$ cat config.mk
export PLATFORM = sky130hd
export DESIGN_NAME = ctrl_unit
export DESIGN_NICKNAME = d
export VERILOG_FILES = /design/src/rtl/ctrl_pkg.sv /design/src/rtl/ctrl_decode.sv /design/src/rtl/ctrl_unit.sv
export SDC_FILE = /design/constraint.sdc
export NUM_CORES = 1
export LEC_CHECK = 0
export BUFFER_PORTS_ARGS = -buffer_cell sky130_fd_sc_hd__buf_2
export CAP_MARGIN = 20
export CORE_MARGIN = 1
export CORE_UTILIZATION = 44
export DETAILED_ROUTE_END_ITERATION = 10
export PLACE_DENSITY = 0.68
export SETUP_SLACK_MARGIN = 0.15
export SLEW_MARGIN = 20
export SYNTH_ARGS = -nofsm -noshare
export SYNTH_HDL_FRONTEND = slang
export SYNTH_HIERARCHICAL = 1
export SYNTH_SLANG_ARGS = --single-unit
$ cat constraint.sdc
create_clock -name clk -period 1.8 [get_ports clk]
set_clock_uncertainty 0.1 [all_clocks]
set_input_delay 0.09 -clock clk [delete_from_list [all_inputs] [get_ports clk]]
set_output_delay 0.09 -clock clk [all_outputs]
set_load 0.05 [all_outputs]
$ cat src/rtl/ctrl_pkg.sv
// Shared definitions for the fetch/decode/control sequencer and the datapath it drives:
// opcodes, ALU codes, writeback selects, FSM states and instruction field positions.
package ctrl_pkg;

    localparam logic [3:0] OP_NOP = 4'h0;
    localparam logic [3:0] OP_ADD = 4'h1;
    localparam logic [3:0] OP_SUB = 4'h2;
    localparam logic [3:0] OP_AND = 4'h3;
    localparam logic [3:0] OP_OR  = 4'h4;
    localparam logic [3:0] OP_XOR = 4'h5;
    localparam logic [3:0] OP_NOT = 4'h6;
    localparam logic [3:0] OP_MOV = 4'h7;
    localparam logic [3:0] OP_LDI = 4'h8;
    localparam logic [3:0] OP_JMP = 4'h9;
    localparam logic [3:0] OP_BZ  = 4'hA;
    localparam logic [3:0] OP_HLT = 4'hF;

    localparam logic [2:0] ALU_ADD    = 3'd0;
    localparam logic [2:0] ALU_SUB    = 3'd1;
    localparam logic [2:0] ALU_AND    = 3'd2;
    localparam logic [2:0] ALU_OR     = 3'd3;
    localparam logic [2:0] ALU_XOR    = 3'd4;
    localparam logic [2:0] ALU_NOT    = 3'd5;
    localparam logic [2:0] ALU_PASS_B = 3'd6;

    localparam logic WB_ALU = 1'b0;
    localparam logic WB_IMM = 1'b1;

    localparam int OPC_HI = 7;
    localparam int OPC_LO = 4;
    localparam int RD_HI  = 3;
    localparam int RD_LO  = 2;
    localparam int RS_HI  = 1;
    localparam int RS_LO  = 0;

    typedef enum logic [2:0] {
        ST_FETCH,
        ST_DECODE,
        ST_FETCH_IMM,
        ST_EXEC,
        ST_HALT
    } state_t;

endpackage

$ cat src/rtl/ctrl_decode.sv
// Purely combinational opcode decoder: classifies an opcode and supplies the ALU code
// and writeback select used by the sequencer.
module ctrl_decode
    import ctrl_pkg::*;
(
    input  logic [3:0] opcode,
    output logic [2:0] alu_op,
    output logic       wb_sel,
    output logic       writes_rd,
    output logic       needs_imm,
    output logic       is_jmp,
    output logic       is_bz,
    output logic       is_hlt,
    output logic       is_illegal
);

    always_comb begin
        alu_op     = ALU_ADD;
        wb_sel     = WB_ALU;
        writes_rd  = 1'b0;
        needs_imm  = 1'b0;
        is_jmp     = 1'b0;
        is_bz      = 1'b0;
        is_hlt     = 1'b0;
        is_illegal = 1'b0;
        case (opcode)
            OP_NOP: ;
            OP_ADD: begin alu_op = ALU_ADD;    writes_rd = 1'b1; end
            OP_SUB: begin alu_op = ALU_SUB;    writes_rd = 1'b1; end
            OP_AND: begin alu_op = ALU_AND;    writes_rd = 1'b1; end
            OP_OR:  begin alu_op = ALU_OR;     writes_rd = 1'b1; end
            OP_XOR: begin alu_op = ALU_XOR;    writes_rd = 1'b1; end
            OP_NOT: begin alu_op = ALU_NOT;    writes_rd = 1'b1; end
            OP_MOV: begin alu_op = ALU_PASS_B; writes_rd = 1'b1; end
            OP_LDI: begin wb_sel = WB_IMM; writes_rd = 1'b1; needs_imm = 1'b1; end
            OP_JMP: begin needs_imm = 1'b1; is_jmp = 1'b1; end
            // BZ compares rd against rs, so the ALU subtracts to produce zero_flag
            OP_BZ:  begin alu_op = ALU_SUB; needs_imm = 1'b1; is_bz = 1'b1; end
            OP_HLT: is_hlt = 1'b1;
            default: is_illegal = 1'b1;
        endcase
    end

endmodule

$ cat src/rtl/ctrl_unit.sv
// Multi-cycle fetch/decode/control sequencer: fetches instructions over a req/ack port,
// drives register-file selects and ALU controls, and owns the PC.
module ctrl_unit
    import ctrl_pkg::*;
#(
    parameter int              PC_W   = 8,
    parameter logic [PC_W-1:0] RST_PC = '0
) (
    input  logic            clk,
    input  logic            rst,
    output logic            imem_req,
    output logic [PC_W-1:0] imem_addr,
    input  logic            imem_ack,
    input  logic [7:0]      imem_data,
    input  logic            zero_flag,
    output logic [1:0]      src1,
    output logic [1:0]      src2,
    output logic [1:0]      dst,
    output logic            we,
    output logic [2:0]      alu_op,
    output logic            wb_sel,
    output logic [7:0]      imm,
    output logic            halted,
    output logic            illegal
);

    state_t          state;
    state_t          state_nx;
    logic [PC_W-1:0] pc;
    logic [7:0]      ir;
    logic            fetching;

    logic [2:0] dec_alu_op;
    logic       dec_wb_sel;
    logic       writes_rd;
    logic       needs_imm;
    logic       is_jmp;
    logic       is_bz;
    logic       is_hlt;
    logic       is_illegal;

    ctrl_decode u_decode (
        .opcode     (ir[OPC_HI:OPC_LO]),
        .alu_op     (dec_alu_op),
        .wb_sel     (dec_wb_sel),
        .writes_rd  (writes_rd),
        .needs_imm  (needs_imm),
        .is_jmp     (is_jmp),
        .is_bz      (is_bz),
        .is_hlt     (is_hlt),
        .is_illegal (is_illegal)
    );

    always_ff @(posedge clk or negedge rst) begin
        if (!rst) state <= ST_FETCH;
        else      state <= state_nx;
    end

    always_comb begin
        state_nx = state;
        case (state)
            ST_FETCH:     if (imem_ack) state_nx = ST_DECODE;
            ST_DECODE: begin
                if (needs_imm)   state_nx = ST_FETCH_IMM;
                else if (is_hlt) state_nx = ST_HALT;
                else             state_nx = ST_EXEC;
            end
            ST_FETCH_IMM: if (imem_ack) state_nx = ST_EXEC;
            ST_EXEC:      state_nx = ST_FETCH;
            ST_HALT:      state_nx = ST_HALT;
            default:      state_nx = ST_FETCH;
        endcase
    end

    // Request is gated by reset so the port is quiet while reset is held, even though
    // the state register already sits in FETCH.
    assign fetching  = (state == ST_FETCH) || (state == ST_FETCH_IMM);
    assign imem_req  = rst && fetching;
    assign imem_addr = pc;
    assign we        = (state == ST_EXEC) && writes_rd;
    assign illegal   = (state == ST_DECODE) && is_illegal;
    assign halted    = (state == ST_HALT);

    always_ff @(posedge clk or negedge rst) begin
        if (!rst) begin
            pc     <= RST_PC;
            ir     <= '0;
            imm    <= '0;
            src1   <= '0;
            src2   <= '0;
            dst    <= '0;
            alu_op <= ALU_ADD;
            wb_sel <= WB_ALU;
        end else begin
            case (state)
                ST_FETCH: begin
                    if (imem_ack) begin
                        ir <= imem_data;
                        pc <= pc + PC_W'(1);
                    end
                end
                ST_DECODE: begin
                    src1   <= ir[RD_HI:RD_LO];
                    src2   <= ir[RS_HI:RS_LO];
                    dst    <= ir[RD_HI:RD_LO];
                    alu_op <= dec_alu_op;
                    wb_sel <= dec_wb_sel;
                end
                ST_FETCH_IMM: begin
                    if (imem_ack) begin
                        imm <= imem_data;
                        pc  <= pc + PC_W'(1);
                    end
                end
                ST_EXEC: begin
                    if (is_jmp || (is_bz && zero_flag)) pc <= PC_W'(imm);
                end
                default: ;
            endcase
        end
    end

endmodule

# Word-level counts from Yosys, hierarchy flattened
# Cells that the tools add are included.
# Widths: inputs -> output; s select.
[word_totals]
ff_bits = 35
out_inout_bits = 30
input_bits = 12
wordCells = 62
[classes]
reduce_logical = 18
mux = 16
n_eq_ne = 19
n_addsub = 1
[ops]
columns = ["cell", "n"]
rows = [
  ["$pmux 3 s6", 1],
  ["$eq 4x3->1 const B", 4],
  ["$eq 4x4->1 const B", 4],
  ["$mux 8", 2],
  ["$pmux 8 s2", 1],
  ["$mux 3", 4],
  ["$pmux 3 s4", 1],
  ["$reduce_or 12->1", 1],
  ["$add 8x1->8 const B", 1],
  ["$eq 4x2->1 const B", 2],
  ["$reduce_or 8->1", 1],
  ["$mux 1", 7],
  ["$eq 3x2->1 const B", 2],
  ["$reduce_and 2->1", 3],
  ["$eq 4x1->1 const B", 1],
  ["$logic_and 1x1->1", 4],
  ["$logic_not 4->1", 1],
  ["$ne 2x1->1 const B", 2],
  ["$ne 2x2->1 const B", 2],
  ["$reduce_or 2->1", 2],
  ["$eq 3x1->1 const B", 1],
  ["$eq 3x3->1 const B", 1],
  ["$logic_not 3->1", 1],
  ["$reduce_and 3->1", 1],
  ["other kinds (3)", 4],
]

# Logic depth before layout (Yosys ltp)
[logic_depth]
ltp_word = 6
depth_mapped = 6

# Modules after synthesis
# The synthesis kept the hierarchy.
[modules_own_cells]
columns = ["module", "area_each_um2", "instances", "cells_per_inst"]
rows = [
  ["ctrl_unit", 1619.1, 1, 129],
  ["ctrl_decode", 126.4, 1, 21],
]

# Worst setup path before layout
# No wires, ideal clock.
[synth_path]
kind = "register to output"
startpoint = "register state[2]"
endpoint = "output port imem_req"
required_ns = 1.610
slack_ns = -0.001
stages_incl_launch_ff = 2
path_buffers = 0
arrival_time_ns = 1.611
path_cell_list = "dfrtp_1 -> nor3b_1"
[synth_between]
elab_chain_len = 3
word_cells_on_any_way = 4
classes_between = "eq/ne: 1; reduce/logical: 3"
[synth_lines]
columns = ["element", "line", "rtl"]
rows = [
  ["from (decl)", "ctrl_unit.sv:27", "state_t state;"],
  ["from (signal assigned)", "ctrl_unit.sv:56", "else state <= state_nx;"],
  ["$eq 3x2->1 / $logic_not 3->1 (equally long branches)", "ctrl_unit.sv:77", "assign fetching = (state == ST_FETCH) || (state == ST_FETCH_IMM);"],
  ["$logic_or 1x1->1 *", "ctrl_unit.sv:77", ""],
  ["$logic_and 1x1->1 *", "ctrl_unit.sv:78", "assign imem_req = rst && fetching;"],
  ["to (decl)", "ctrl_unit.sv:11", "output logic imem_req,"],
]
# Every way passes the cells marked *; elsewhere a longest branch is shown, timed or not.

# Worst setup path in the final report
[layout_path]
startpoint = "register state[0]"
endpoint = "register ir[4]"
[layout_between]
elab_chain_len = 2
[layout_lines]
columns = ["element", "line", "rtl"]
rows = [
  ["$logic_not 3->1", "ctrl_unit.sv:95", "case (state)"],
  ["$reduce_and 2->1 (no line)", "n/a", ""],
  ["to (signal assigned)", "ctrl_unit.sv:98", "ir <= imem_data;"],
  ["to (decl)", "ctrl_unit.sv:30", "logic [7:0] ir;"],
]
# No other way between the ends.
# A chain may end at the register's enable or synchronous reset.

==> results.md <==
Clock network:
- The CTS buffer count is 5.
- The clock tree root buffer cell is sky130_fd_sc_hd__clkbuf_8.
- The clock slew at the register clock pins of the worst setup and hold paths is ~70 ps.
- The source-to-sink clock delay at the later pin of the worst-skew pair is roughly 280 ps.
- The largest buffer count on any clock path is 2.
- TritonCTS built the clock tree.
- The H-tree depth is 2.
- CTS saw 35 sinks.

Global routing:
- Across every metal layer, demand over resource in global routing totals 0.198.
- The initial antenna violation count was 0.
- The via count of the first global-routing pass is between 1000 and 1500.
- The pin count of the biggest net entering global routing is 36.
- The total overflow left after global routing is 0.
- The first global-routing pass estimated 6330 µm of wire.

Route:
- The final layout contains routed wiring with a total length of 3730 µm.
- The antenna violation net count after detailed routing is 0.
- The average vias per placed instance is 5.19.
- Before antenna repair, the detailed router went through 4 iterations.
- The via count is around 1400.
- The average wire per standard cell is approximately 14 µm.
- In this run, the number of DRC markers left after iteration 0 of detailed routing was 56.
- In the routed design, unresolved DRC markers number 0.

Die:
- The die is roughly 65 µm wide.
- In this run the standard cell core region covers about 3700 µm².
- The number of primary I/O pins is 42.
- Measured along the y axis, the die boundary spans between 60 and 70 µm.
- The overall die area is 4220 µm².
- The floorplan has 22 rows.
- For this configuration, the core starts out at a cell density of 0.466.

Synthesis:
- The warning count from the yosys run is 6.
- The leading register cell type out of synthesis is sky130_fd_sc_hd__dfrtp_1.
- In this run, synthesis inferred 0 flip-flops with an integrated enable.
- The top-area cell type share of the netlist area is 0.502.
- By area the synthesized netlist is led by sky130_fd_sc_hd__dfrtp_1, sky130_fd_sc_hd__mux2_2, sky130_fd_sc_hd__a21oi_1, sky130_fd_sc_hd__nor2_8, sky130_fd_sc_hd__nor3b_1.
- The synthesized netlist contains between 40 and 50 unique library cells.
- After synthesis the cells add up to 1750 µm².
- The leading cell type by number of instances after synthesis is sky130_fd_sc_hd__dfrtp_1.
- Ranked by instance count, the synthesized netlist is headed by sky130_fd_sc_hd__dfrtp_1, sky130_fd_sc_hd__mux2_2, sky130_fd_sc_hd__a21oi_1, sky130_fd_sc_hd__nand2_1, sky130_fd_sc_hd__nor2_1.
- After synthesis, the share of flip-flops with an asynchronous set or reset is 1.00.
- sky130_fd_sc_hd__dfrtp_1 takes more of the synthesized area than any other cell.
- The cell count after synthesis is 150.
- The post-synthesis net count is 163.
- The post-synthesis area per instance is 11.6 µm².
- In this run, synthesis produced a sequential element count of 35.
- Of the synthesized area, sequential elements account for 0.502.

Min path:
- The path class of the tightest hold or removal check is input port to register.
- The endpoint of the worst hold path is imem_addr[3]$_DFFE_PN0P_.
- In this run the most critical hold path is launched from zero_flag.
- The cell depth of the worst min-delay path is 5.

Worst setup path:
- The critical path in this run is classified as register to register.
- The worst endpoint required time is about 1900 ps.
- The type of element capturing the critical path is a register.
- The kind of launch point of the worst setup path is a register.
- The worst register-to-register path ends at ir[4]$_DFFE_PN0P_.
- Data arrives at the worst endpoint at approximately 1700 ps.
- The number of cells on the worst reg-to-reg path is 3.
- The worst register-to-register path has a setup slack of roughly 160 ps.
- Tracing the worst setup path back leads to its startpoint at state[0]$_DFFE_PN0P_.
- In this run the worst path has a maximum fanout of 8.
- In this run the critical register-to-register path is launched from state[0]$_DFFE_PN0P_.

Timing:
- In this run the tightest slew margin relative to its limit is 0.696.
- Setup repair after global routing could not meet its margin everywhere.
- The final period utilization is 0.913.
- The fmax is a little over 0.6 GHz.
- The final max-slew violation count is 0.
- In the final timing run, aggregate negative setup slack is 0 ps.
- The worst path in the final design needs a cycle of 1640 ps, including I/O delays and setup.
- The count of final setup violators is 0.
- The pin slew with the least headroom to its limit is roughly 460 ps.
- The number of failing hold endpoints at the final stage was 0.

Placement:
- The detailed placement HPWL is ~2600 µm.
- The count of buffers from port buffering is 41.
- The final weighted congestion of routability-driven global placement is roughly 0.77.

Cells and area:
- The ratio of cells with drive above 1 in the final layout is 0.502.
- The final-stage net count is 227.
- From synthesis to final layout, the design area changed by 33.9%.
- The repair_antennas step left the layout with diodes totalling 0.

Run status:
- The run finished with clean final reports.

Flow run:
- The tool flagged a number of max-cap violations equal to 0.
==> layout make-up <==
class | instances | area (µm²)
fillers | 317 | 1410
clock inverters | 2 | 12.5
multi-input cells | 104 | 865
repair buffers | 65 | 433
flip-flops and latches | 35 | 880
inverters | 3 | 15.0
clock buffers | 6 | 72.6
well taps | 48 | 60.1
==> worst max-delay path by stage <==
stage                          to  slack [ps]  cells past startpoint
2_1_floorplan   ir[0]$_DFFE_PN0P_         150                      4
3_3_place_gp    ir[1]$_DFFE_PN0P_          90                      3
3_5_place_dp   imm[3]$_DFFE_PN0P_          50                      3
4_1_cts                    halted         150                      4
5_1_grt        imm[3]$_DFFE_PN0P_         110                      3
6_report        ir[4]$_DFFE_PN0P_         160                      3
==> registers in the layout, summed over array words and instances (netlist names) <==
| signal | flops |
|---|---|
| dst | 2 |
| imm | 8 |
| state | 3 |
| ir | 8 |
| src2 | 2 |
| wb_sel | 1 |
| alu_op | 3 |
| imem_addr | 8 |
==> routing by layer <==
metal / GRT usage / wire [µm] / vias up / share of wire
met1: 0.262 / 1750 / 665 / 0.47
met2: 0.331 / 1840 / 31 / 0.49
met5: 0 / 0 / - / 0
li1: - / - / 666 / -
met3: 0.0370 / 123 / 2 / 0.033
met4: 0.0500 / 17 / 0 / 0.0046
==> cells by family after synthesis <==
| family | synth area share |
|---|---|
| AO/OA/AOI/OAI | 0.125 |
| XOR/XNOR | 0.00502 |
| adder cells (fa/ha/maj) | 0.00717 |
| buffers and inverters | 0.0358 |
| flip-flops | 0.502 |
| multiplexers | 0.161 |
| AND/OR/NAND/NOR | 0.164 |
==> placed cells by master, fill, tap and decap left out, types with 2 or more instances in the layout <==
cell type	count
sky130_fd_sc_hd__a21oi_1	12
sky130_fd_sc_hd__a21oi_2	2
sky130_fd_sc_hd__a2bb2oi_1	2
sky130_fd_sc_hd__a31o_2	2
sky130_fd_sc_hd__buf_2	38
sky130_fd_sc_hd__buf_4	12
sky130_fd_sc_hd__buf_6	4
sky130_fd_sc_hd__clkbuf_8	5
sky130_fd_sc_hd__clkinvlp_4	2
sky130_fd_sc_hd__dfrtp_1	32
sky130_fd_sc_hd__dfrtp_2	3
sky130_fd_sc_hd__dlygate4sd3_1	10
sky130_fd_sc_hd__inv_1	2
sky130_fd_sc_hd__mux2_2	19
sky130_fd_sc_hd__mux2_4	4
sky130_fd_sc_hd__nand2_1	9
sky130_fd_sc_hd__nand2b_1	2
sky130_fd_sc_hd__nand3_1	3
sky130_fd_sc_hd__nor2_1	7
sky130_fd_sc_hd__nor2_8	2
sky130_fd_sc_hd__nor3_4	2
sky130_fd_sc_hd__nor3b_1	2
sky130_fd_sc_hd__nor3b_2	3
sky130_fd_sc_hd__o21ai_0	5
sky130_fd_sc_hd__o21ai_1	2
sky130_fd_sc_hd__o22ai_1	2
==> critical path: stages (launching register included) <==
cell	delay [ps]
sky130_fd_sc_hd__dfrtp_1	380
sky130_fd_sc_hd__or3b_4	490
sky130_fd_sc_hd__nor2_8	210
sky130_fd_sc_hd__mux2_2	350
==> repair_timing <==
item,CTS,global route
setup endpoints to repair,19,16
hold buffers,10,0
gates resized for setup,12,12
pin swaps,3,3
hold endpoints to repair,52,0
buffers inserted,3,2
==> per-stage QoR <==
stage               hold WS (ps)  utilization  area [µm²]  cells  worst slack (ps)
detailed placement          99.8        0.543        2030    240              51.6
finish                       244        0.624        2340    263               156
global route                 265        0.624        2340    263               108
floorplan                   -306            -        1750    150               147
CTS                          247        0.610        2280    261               149
global placement            79.0        0.543        2030    240              86.2
Power is left out: the tool's default activity adds up to more than one toggle a clock period on the data nets, which glitch-free logic cannot reach.
